$ cat src/rtl/multi_debouncer.sv
// Per-channel two-flop synchroniser plus stability counter debouncer with
// optional registered edge strobes (enabled by MULTI_DEBOUNCER_EDGE_EN).
module multi_debouncer #(
  parameter int   CHANNELS      = 4,
  parameter int   STABLE_CYCLES = 500000,
  parameter logic RESET_LEVEL   = 1'b0
) (
  input  logic                clk,
  input  logic                asynch_nreset,
  input  logic [CHANNELS-1:0] signal_input,
  output logic [CHANNELS-1:0] signal_output,
  output logic [CHANNELS-1:0] rise_pulse,
  output logic [CHANNELS-1:0] fall_pulse
);

  localparam int              CNT_W   = $clog2(STABLE_CYCLES + 1);
  localparam logic [CNT_W-1:0] CNT_MAX = CNT_W'(STABLE_CYCLES);

  logic [CHANNELS-1:0] r_s0;
  logic [CHANNELS-1:0] r_s1;
  logic [CHANNELS-1:0] r_level;
  logic [CHANNELS-1:0] w_load;
  logic [CHANNELS-1:0] w_level_next;

  always_ff @(posedge clk or negedge asynch_nreset) begin
    if (!asynch_nreset) begin
      r_s0 <= {CHANNELS{RESET_LEVEL}};
      r_s1 <= {CHANNELS{RESET_LEVEL}};
    end else begin
      r_s0 <= signal_input;
      r_s1 <= r_s0;
    end
  end

  // Counter restarts whenever the synchroniser stages disagree, so any bounce
  // shorter than D+1 samples never reaches the load threshold.
  for (genvar g = 0; g < CHANNELS; g++) begin : g_chan
    logic [CNT_W-1:0] r_cnt;

    always_ff @(posedge clk or negedge asynch_nreset) begin
      if (!asynch_nreset) begin
        r_cnt <= '0;
      end else if (r_s0[g] != r_s1[g]) begin
        r_cnt <= '0;
      end else if (r_cnt != CNT_MAX) begin
        r_cnt <= r_cnt + CNT_W'(1);
      end
    end

    assign w_load[g] = (r_cnt == CNT_MAX);
  end

  assign w_level_next = (w_load & r_s1) | (~w_load & r_level);

  always_ff @(posedge clk or negedge asynch_nreset) begin
    if (!asynch_nreset) begin
      r_level <= {CHANNELS{RESET_LEVEL}};
    end else begin
      r_level <= w_level_next;
    end
  end

  assign signal_output = r_level;

`ifdef MULTI_DEBOUNCER_EDGE_EN
  logic [CHANNELS-1:0] r_rise;
  logic [CHANNELS-1:0] r_fall;

  // Strobes are computed from the same next-level term so they line up with
  // the cycle in which signal_output shows the new level.
  always_ff @(posedge clk or negedge asynch_nreset) begin
    if (!asynch_nreset) begin
      r_rise <= '0;
      r_fall <= '0;
    end else begin
      r_rise <= w_level_next & ~r_level;
      r_fall <= ~w_level_next & r_level;
    end
  end

  assign rise_pulse = r_rise;
  assign fall_pulse = r_fall;
`else
  assign rise_pulse = '0;
  assign fall_pulse = '0;
`endif

endmodule

$ cat config.mk
export PLATFORM = sky130hd
export DESIGN_NAME = multi_debouncer
export DESIGN_NICKNAME = d
export VERILOG_FILES = /design/src/rtl/multi_debouncer.sv
export SDC_FILE = /design/constraint.sdc
export NUM_CORES = 1
export LEC_CHECK = 0
export CORE_ASPECT_RATIO = 0.8
export CORE_MARGIN = 10
export CORE_UTILIZATION = 45
export CTS_CLUSTER_SIZE = 8
export DETAILED_ROUTE_END_ITERATION = 10
export SYNTH_ARGS = -nofsm -noshare
export SYNTH_HDL_FRONTEND = slang
export SYNTH_SLANG_ARGS = --single-unit
$ cat constraint.sdc
create_clock -name clk -period 4.9 [get_ports clk]
set_clock_uncertainty 0.1 [all_clocks]
set_input_delay 0.735 -clock clk [delete_from_list [all_inputs] [get_ports clk]]
set_output_delay 0.735 -clock clk [all_outputs]
set_load 0.01 [all_outputs]
### Word-level counts from Yosys, hierarchy flattened

Index checks and enable logic that the tools add are counted.

| storage, ports and cells | value |
|---|---|
| input port bits | 6 |
| flip-flop bits (word level) | 88 |
| output and inout port bits | 12 |
| word-level logic and storage cells | 39 |

| cells by class | value |
|---|---|
| eq/ne operators | 12 |
| muxes and demuxes | 8 |
| reduce and logical (&&, ||, !) cells | 4 |
| add/sub/neg operators | 4 |
| bitwise operators | 4 |

Operators with widths:

| cell | number |
|---|---|
| $mux W19 | 8 |
| $add A19 B1 Y19 const B | 4 |
| $eq A19 B19 Y1 const B | 4 |
| $ne A19 B19 Y1 const B | 4 |
| $and A4 B4 Y4 | 2 |
| $reduce_bool A2 Y1 | 4 |
| $ne A1 B1 Y1 | 4 |
| $not A4 Y4 | 1 |
| $or A4 B4 Y4 | 1 |

### Logic depth before layout (Yosys ltp)

Gate-level depths: netlist (run 1).

| logic depth | value |
|---|---|
| depth after elaboration | 4 |
| gate-level depth with buffers | 6 |
| depth with buffers taken out | 6 |

### Worst setup path after synthesis (run 1)

No wires, ideal clock.

| path | value |
|---|---|
| path kind | reg2reg |
| start | register g_chan[0].r_cnt[10] |
| end | register (tool-made name) |
| data arrival time | 1.735 ns |
| stages on the path, launching flop included | 5 |
| setup slack | 2.941 ns |
| library setup time | 0.125 ns |
| data required time | 4.675 ns |
| period minus slack after synthesis | 1.959 ns |
| path buffers | 0 |
| cell sequence | dfrtp_1 or4b_1 or3_1 nor2_1 mux2_2 |

RTL lines:

| item | RTL line | text |
|---|---|---|
| from (decl) | 38 | `logic [CNT_W-1:0] r_cnt;` |
| from (signal assigned) | 46 | `r_cnt <= r_cnt + CNT_W'(1);` |

==> results of run 1 <==
-- worst max-delay path, cell delays in order (launching register included) --
cell and delay [ns]:
dfrtp_1 0.42, or4b_1 0.55, or3_1 0.36, nor2_1 0.17, mux2_2 0.35
-- layer usage --
layer / global-route usage / vias up / wire [um]
li1: - / 1694 / -
met1: 0.162 / 1635 / 4350
met2: 0.203 / 37 / 3970
met3: 0.0305 / 4 / 197
met4: 0.0533 / 0 / 82
met5: 0 / - / 0
-- stage by stage --
step	utilization	hold slack, ns	total power, mW
final	0.521	0.258	1.57
after global routing	0.521	0.297	1.64
after CTS	0.521	0.279	1.60
after detailed placement	0.490	0.283	0.887
after global placement	0.490	0.280	0.883
after floorplan	-	0.272	0.847
-- final cells by class --
| class | count | area [um^2] | area share |
|---|---|---|---|
| multi-input combinational | 345 | 2170 | 0.428 |
| sequential | 88 | 2200 | 0.434 |
| clock inverter | 6 | 73.8 | 0.0146 |
| timing repair buffer | 14 | 125 | 0.0247 |
| clock buffer | 10 | 229 | 0.0452 |
| tap | 136 | 170 | 0.0336 |
| inverter | 27 | 101 | 0.0200 |
-- power breakdown --
part | internal (mW) | switching [mW] | total, mW
clock | 0.403 | 0.298 | 0.701
combinational | 0.0359 | 0.0640 | 0.100
sequential | 0.745 | 0.0257 | 0.771
total | 1.18 | 0.388 | 1.57
-- layout by cell type, fill, tap and decap left out, types with 3 or more instances in the layout --
master	n
and3_1	6
inv_1	27
conb_1	8
buf_4	6
o21ai_0	20
and4_1	6
ha_1	8
clkdlybuf4s50_1	8
o31ai_1	6
xnor2_1	32
nor4_1	13
nand2_1	19
dfrtp_1	88
a41o_1	3
or3_1	15
nor3_1	16
nand2b_1	3
clkbuf_16	9
inv_6	3
mux2_2	4
a21oi_1	28
xor2_1	14
nand4_1	14
nor4b_1	4
nand3_1	31
nor2_1	58
or4_1	6
-- state kept, by name (all words and copies together) (netlist names), named ones only --
signal and flops:
r_s1 4, g_chan.r_cnt 76, r_s0 4
-- path summary, 6_finish.rpt --
path | startpoint | end | slack (ns) | depth (start not counted)
worst max-delay path | g_chan[0].r_cnt[10] | register | 2.83 | 4
worst min-delay path | asynch_nreset | g_chan[1].r_cnt[17] | 0.26 | 1
worst max register to register | g_chan[0].r_cnt[10] | register | 2.83 | 4
worst min register to register | r_s0[1] | r_s1[1] | 0.30 | 0
max in group asynchronous | asynch_nreset | g_chan[3].r_cnt[0] | 3.43 | 2
min in group clk | r_s0[1] | r_s1[1] | 0.30 | 0
-- cells by family (layout without fill, tap and decap cells) --
logic type                 count (synthesis)  in the layout  share of synthesized area
AOI/OAI and AO/OA                         64             64                     0.0805
xor gates and xnor gates                  46             46                     0.0888
adders and majority gates                  8              8                     0.0221
buffers and inverters                     44             57                     0.0430
DFF                                       88             88                      0.485
muxes                                      4              4                    0.00992
other                                      1              8                   0.000826
and+or+nand+nor                          215            215                      0.270
==> run metrics, run 1 <==
Cell Area, Placed 4770 um^2; Ys Warns 0; Max Cap Viol 0; most common cell in the netlist dfrtp_1; die span in x 132 um; # hold bufs at CTS 0; final WL 8600 um; Initial Util 0.466; share of the synthesized area in the top cell type 0.485; number of synthesized flops with an enable pin 0; Setup crit start kind register; FILL cells 867; initial antenna violation count 0; post-CTS sizing 0; Period Utilization, post-route 0.422; Post-synth top cells 88 x dfrtp_1, 58 x nor2_1, 32 x xnor2_1; drt pass-1 iters 4; input/output buffers 9; CTS Buf Count 9; clock sink total 88; peak supply drop 229 uV; HP Class in2async; PwrDens 310 nW/um^2; synth top area cells dfrtp_1 49%, xnor2_1 6.2%, nor2_1 4.8%; Arr. time, crit path 2.19 ns; ys flop type dfrtp_1; worst-path maximum fanout 5; via/cell ratio 5.38; clock buffer depth 2; Syn Area/Cell 9.66 um^2; layout cells sized above 1 0.0857; critical path endpoint category register; grt ovf 0; Synth cell types 50; setup TNS 0 ns; Core ar. 9730 um^2; Leakage Power 2.00 nW; global-route wire length before repair 15400 um; GRT Util Overall 0.126; Via Count 3370; fin crit period 2.07 ns; Seq/Total Area, Yosys 0.485; asr flop ratio synth 1.00; Ports 18; row count 32; post-route insts no fill 626; Final ANT Viol Nets 0; H-tree depth 3; HPWL Detailed 5820 um; DRC viols 0; post-route cell area 5070 um^2; Slew HR 0.604; Mapped Area 4540 um^2; final hold viol count 0; gpl congestion 0.785; fin worst setup slack 2.83 ns; status completed; Worst-Margin Slew 0.593 ns; Final setup viols 0; n_diodes 0; Max Fclk 484 MHz; largest net degree at the start of global routing 49; Worst-Skew Late Latency 0.34 ns; CP required 5.02 ns; Post-Synthesis Cells 470; number of global-route vias before repair 3272; P&R area growth vs syn 11.7%; Post-CTS Setup Repair Bufs 0; worst slack, placed 2.86 ns; drt wl/cell 13.7 um; Reg clk slew, reported paths 0.07 ns; nets 499; Die Y 110 um; Post-Place Cells 610; CP Class reg2reg; die area 14500 um^2; CTS tree built; Root Driver clkbuf_16; RSZ-0062 raised after global routing false; Slew Limit Fails 0; cell taking the most area after synthesis dfrtp_1; flops & latches, synth 88; initial drt markers 260
Note: power is estimated with default switching activity, not from simulation.
==> run 2: changes to the inputs <==
==> constraint.sdc (replaced) <==
create_clock -name clk -period 2 [get_ports clk]
set_clock_uncertainty 0.1 [all_clocks]
set_input_delay 0.3 -clock clk [delete_from_list [all_inputs] [get_ports clk]]
set_output_delay 0.3 -clock clk [all_outputs]
set_load 0.01 [all_outputs]
==> run 2 against run 1 <==
  * Core utilization up 2.0 points
  * Register-to-register slack lost 2.8 ns
  * Highest routed layer unchanged
  * Design area rose by 3.8%
  * Global-route usage grew 0.34 points
  * Fmax up 6.0%
==> run metrics, run 2 (same netlist as run 1, synthesis figures left out) <==
layout cells sized above 1 0.133; Core ar. 9730 um^2; status completed; fin crit period 1.95 ns; GRT Util Overall 0.130; die span in x 132 um; commonest non-fill, non-tap cell in the layout dfrtp_1; HP Class in2async; number of global-route vias before repair 3389; met1 usage 0.167; GRT Max-Usage Layer met2; reg2reg path depth 4; Reg clk slew, reported paths 0.06 ns; Max Cap Viol 0; gpl congestion 0.823; max FFs per register 76; nets 522; Max Fclk 513 MHz; Largest regs g_chan.r_cnt: 76 flops, r_s0: 4 flops, r_s1: 4 flops; input/output buffers 9; largest net degree at the start of global routing 57; clock buffer depth 2; Arr. time, crit path 2.08 ns; Multi-input gate area 2190 um^2; n_diodes 0; Worst-Skew Late Latency 0.34 ns; die area 14500 um^2; CP required 2.13 ns; CTS tree built; DRC viols 0; Die Y 110 um; Final ANT Viol Nets 0; worst slack, placed 0.0215 ns; Initial Util 0.466; FILL cells 873; grt ovf 0; Worst-Margin Slew 0.608 ns; Period Utilization, post-route 0.975; Slew HR 0.593; Leakage Power 2.10 nW; met3 Use GR 0.0346; register area 2200 um^2; PwrDens 713 nW/um^2; Via Count 3497; setup TNS 0 ns; initial antenna violation count 0; via/cell ratio 5.39; fin worst setup slack 0.0500 ns; row count 32; Root Driver clkbuf_16; HPWL Detailed 6290 um; met2 global-route usage 0.209; peak supply drop 670 uV; H-tree depth 3; final WL 8990 um; Worst Setup SP g_chan[0].r_cnt[10]; Slew Limit Fails 0; Post-CTS Setup Repair Bufs 0; Setup crit start kind register; final hold viol count 0; Total Power 3.75 mW; Ports 18; most frequent cells in the layout 88 x dfrtp_1, 57 x nor2_1, 32 x xnor2_1; CP Class reg2reg; clock sink total 88; critical path endpoint category register; global-route wire length before repair 15800 um; drt wl/cell 13.9 um; initial drt markers 191; final core utilization 0.541; P&R area growth vs syn 15.9%; reg2reg setup slack 0.05 ns; drt pass-1 iters 4; worst-path maximum fanout 2; Largest Register g_chan.r_cnt; reg2reg start g_chan[0].r_cnt[10]; CTS Buf Count 9; Final setup viols 0
-- run 2: final cells by class --
class                   instances  share of cell area
well taps                     136              0.0324
clock buffers                  11              0.0462
clock inverters                 5             0.00761
flip-flops and latches         88               0.419
multi-input cells             345               0.416
repair buffers                 37              0.0595
inverters                      27              0.0193
-- run 2: stage by stage --
stage          hold WS [ns]  std cells  area (um^2)
2_1_floorplan       -0.0956        477         4560
3_5_place_dp         0.0997        632         4940
4_1_cts               0.266        649         5240
5_1_grt               0.278        649         5260
6_report              0.276        649         5260
3_3_place_gp         0.0996        632         4940
-- run 2: how the worst min path moves through the flow --
stage                    start  depth (start not counted)  slack, ns                    endpoint
6_report         asynch_nreset                          2       0.28         g_chan[1].r_cnt[17]
2_1_floorplan    asynch_nreset                          0       -0.1  asynchronous set/reset pin
3_3_place_gp     asynch_nreset                          1        0.1         g_chan[1].r_cnt[17]
5_1_grt        signal_input[2]                          1       0.28                     r_s0[2]
3_5_place_dp     asynch_nreset                          1        0.1         g_chan[1].r_cnt[17]
4_1_cts          asynch_nreset                          2       0.27         g_chan[1].r_cnt[17]
-- run 2: per-layer routing --
| metal | up-vias | part of all wire |
|---|---|---|
| met5 | - | 0 |
| met4 | 0 | 0.013 |
| met3 | 11 | 0.044 |
| met2 | 59 | 0.45 |
| met1 | 1688 | 0.49 |
| li1 | 1739 | - |
-- run 2: repair_timing --
action                                 4_1_cts  5_1_grt
setup endpoints to repair                    0        5
hold buffers                                 1        0
endpoints found under the hold margin       17        0
resized for setup                            0        6
-- run 2: where the power goes --
part / switching (mW) / internal, mW / leakage, nW
clock network: 0.714 / 0.885 / 0.129
logic: 0.161 / 0.0980 / 0.769
registers: 0.0663 / 1.83 / 1.20
total: 0.941 / 2.81 / 2.10
-- run 2: critical path: stages, from the launching register on --
cell and delay (ns):
dfrtp_1 0.39, or4b_4 0.54, or3_4 0.36, nor2_4 0.12, mux2_2 0.33
==> run 3: changes to the inputs <==
==> constraint.sdc (replaced) <==
create_clock -name clk -period 2.3 [get_ports clk]
set_clock_uncertainty 0.1 [all_clocks]
set_input_delay 0.345 -clock clk [delete_from_list [all_inputs] [get_ports clk]]
set_output_delay 0.345 -clock clk [all_outputs]
set_load 0.01 [all_outputs]
==> run 3 against run 2 <==
  * Core utilization down 1.3 points
  * Sequential share of layout area grew 1.0 points
  * Largest power group unchanged
  * Clock power decreased by 12%
==> run metrics, run 3 (same netlist as run 1, synthesis figures left out) <==
status completed; Max Fclk 484 MHz; H-tree depth 3; Max Cap Viol 0; hold path startpoint r_s0[2]; drt wl/cell 13.7 um; Slew HR 0.550; fin crit period 2.07 ns; commonest non-fill, non-tap cell in the layout dfrtp_1; Worst path top cell family by delay simple AND/OR/NAND/NOR gates; Multi-input gate area 2170 um^2; reg2reg setup slack 0.23 ns; Via Count 3393; post-CTS sizing 0; largest net degree at the start of global routing 46; Ports 18; FILL cells 878; CP required 2.43 ns; n_diodes 0; # hold bufs at CTS 1; Core ar. 9730 um^2; most frequent cells in the layout 88 x dfrtp_1, 58 x nor2_1, 32 x xnor2_1; die span in x 132 um; input/output buffers 9; Initial Util 0.466; worst slack, placed 0.247 ns; initial drt markers 250; final hold viol count 0; final hold slack 0.294 ns; critical path endpoint category register; Final setup viols 0; Worst-Skew Late Latency 0.34 ns; worst-path maximum fanout 5; Die Y 110 um; DRC viols 0; number of global-route vias before repair 3316; WHS Path Cells 0; Period Utilization, post-route 0.899; CTS Buf Count 9; PwrDens 639 nW/um^2; HPWL Detailed 6190 um; Final ANT Viol Nets 0; peak supply drop 498 uV; reg2reg path depth 4; Setup crit start kind register; Leakage Power 2.04 nW; P&R area growth vs syn 13.1%; Arr. time, crit path 2.19 ns; RSZ-0062 raised after global routing false; global-route wire length before repair 15700 um; Slowest-stage cell, CP or4b_1; delay of the slowest critical-path stage 0.56 ns; via/cell ratio 5.34; die area 14500 um^2; grt ovf 0; crit path cell chain or4b_1 > or3_1 > nor2_1 > mux2_2; final WL 8700 um; register area 2200 um^2; reg2reg start g_chan[0].r_cnt[10]; CP Class reg2reg; Root Driver clkbuf_16; clock buffer depth 2; Reg clk slew, reported paths 0.07 ns; initial antenna violation count 0; Largest regs g_chan.r_cnt: 76 flops, r_s0: 4 flops, r_s1: 4 flops; Worst-Margin Slew 0.673 ns; drt pass-1 iters 4; Worst Hold Path EP r_s1[2]; Largest Register g_chan.r_cnt; Post-CTS Setup Repair Bufs 0; layout cells sized above 1 0.102; HP Class reg2reg; gpl congestion 0.847; max FFs per register 76; GRT Util Overall 0.127; CP Buf/Inv Count 0; Slew Limit Fails 0; setup TNS 0 ns; nets 508; clock sink total 88; CTS tree built; fin worst setup slack 0.233 ns; row count 32
[run 3: layout make-up]
type                            count  area share
Multi-Input combinational cell    345       0.422
Sequential cell                    88       0.429
Clock inverter                      7      0.0115
Timing Repair Buffer               23      0.0405
Inverter                           27      0.0197
Clock buffer                        9      0.0439
Tap cell                          136      0.0332
[run 3: metrics by stage]
| step | std cells | power (mW) | utilization | area [um^2] |
|---|---|---|---|---|
| 6_report | 635 | 3.28 | 0.528 | 5130 |
| 5_1_grt | 635 | 3.43 | 0.528 | 5130 |
| 4_1_cts | 635 | 3.32 | 0.528 | 5130 |
| 3_5_place_dp | 618 | 1.90 | 0.497 | 4840 |
| 3_3_place_gp | 618 | 1.89 | 0.497 | 4840 |
| 2_1_floorplan | 477 | 1.80 | - | 4560 |
[run 3: how the worst max path moves through the flow]
stage	start	endpoint	slack, ns	cells past startpoint
after CTS	g_chan[0].r_cnt[11]	register	0.23	4
after global routing	g_chan[0].r_cnt[10]	register	0.09	4
after detailed placement	g_chan[0].r_cnt[11]	register	0.25	4
final	g_chan[0].r_cnt[10]	register	0.23	4
after floorplan	g_chan[0].r_cnt[10]	register	0.34	4
after global placement	g_chan[0].r_cnt[11]	register	0.28	4
[run 3: routing by layer]
metal / GRT usage / part of all wire / wire length (um)
met1: 0.174 / 0.52 / 4550
met2: 0.196 / 0.44 / 3800
met3: 0.0342 / 0.033 / 283
met4: 0.0353 / 0.0075 / 65
met5: 0 / 0 / 0
[run 3: where the power goes]
part / total (mW) / leakage, nW / switching, mW / internal [mW]
clock network: 1.41 / 0.139 / 0.657 / 0.754
logic: 0.223 / 0.697 / 0.138 / 0.0851
registers: 1.64 / 1.20 / 0.0567 / 1.59
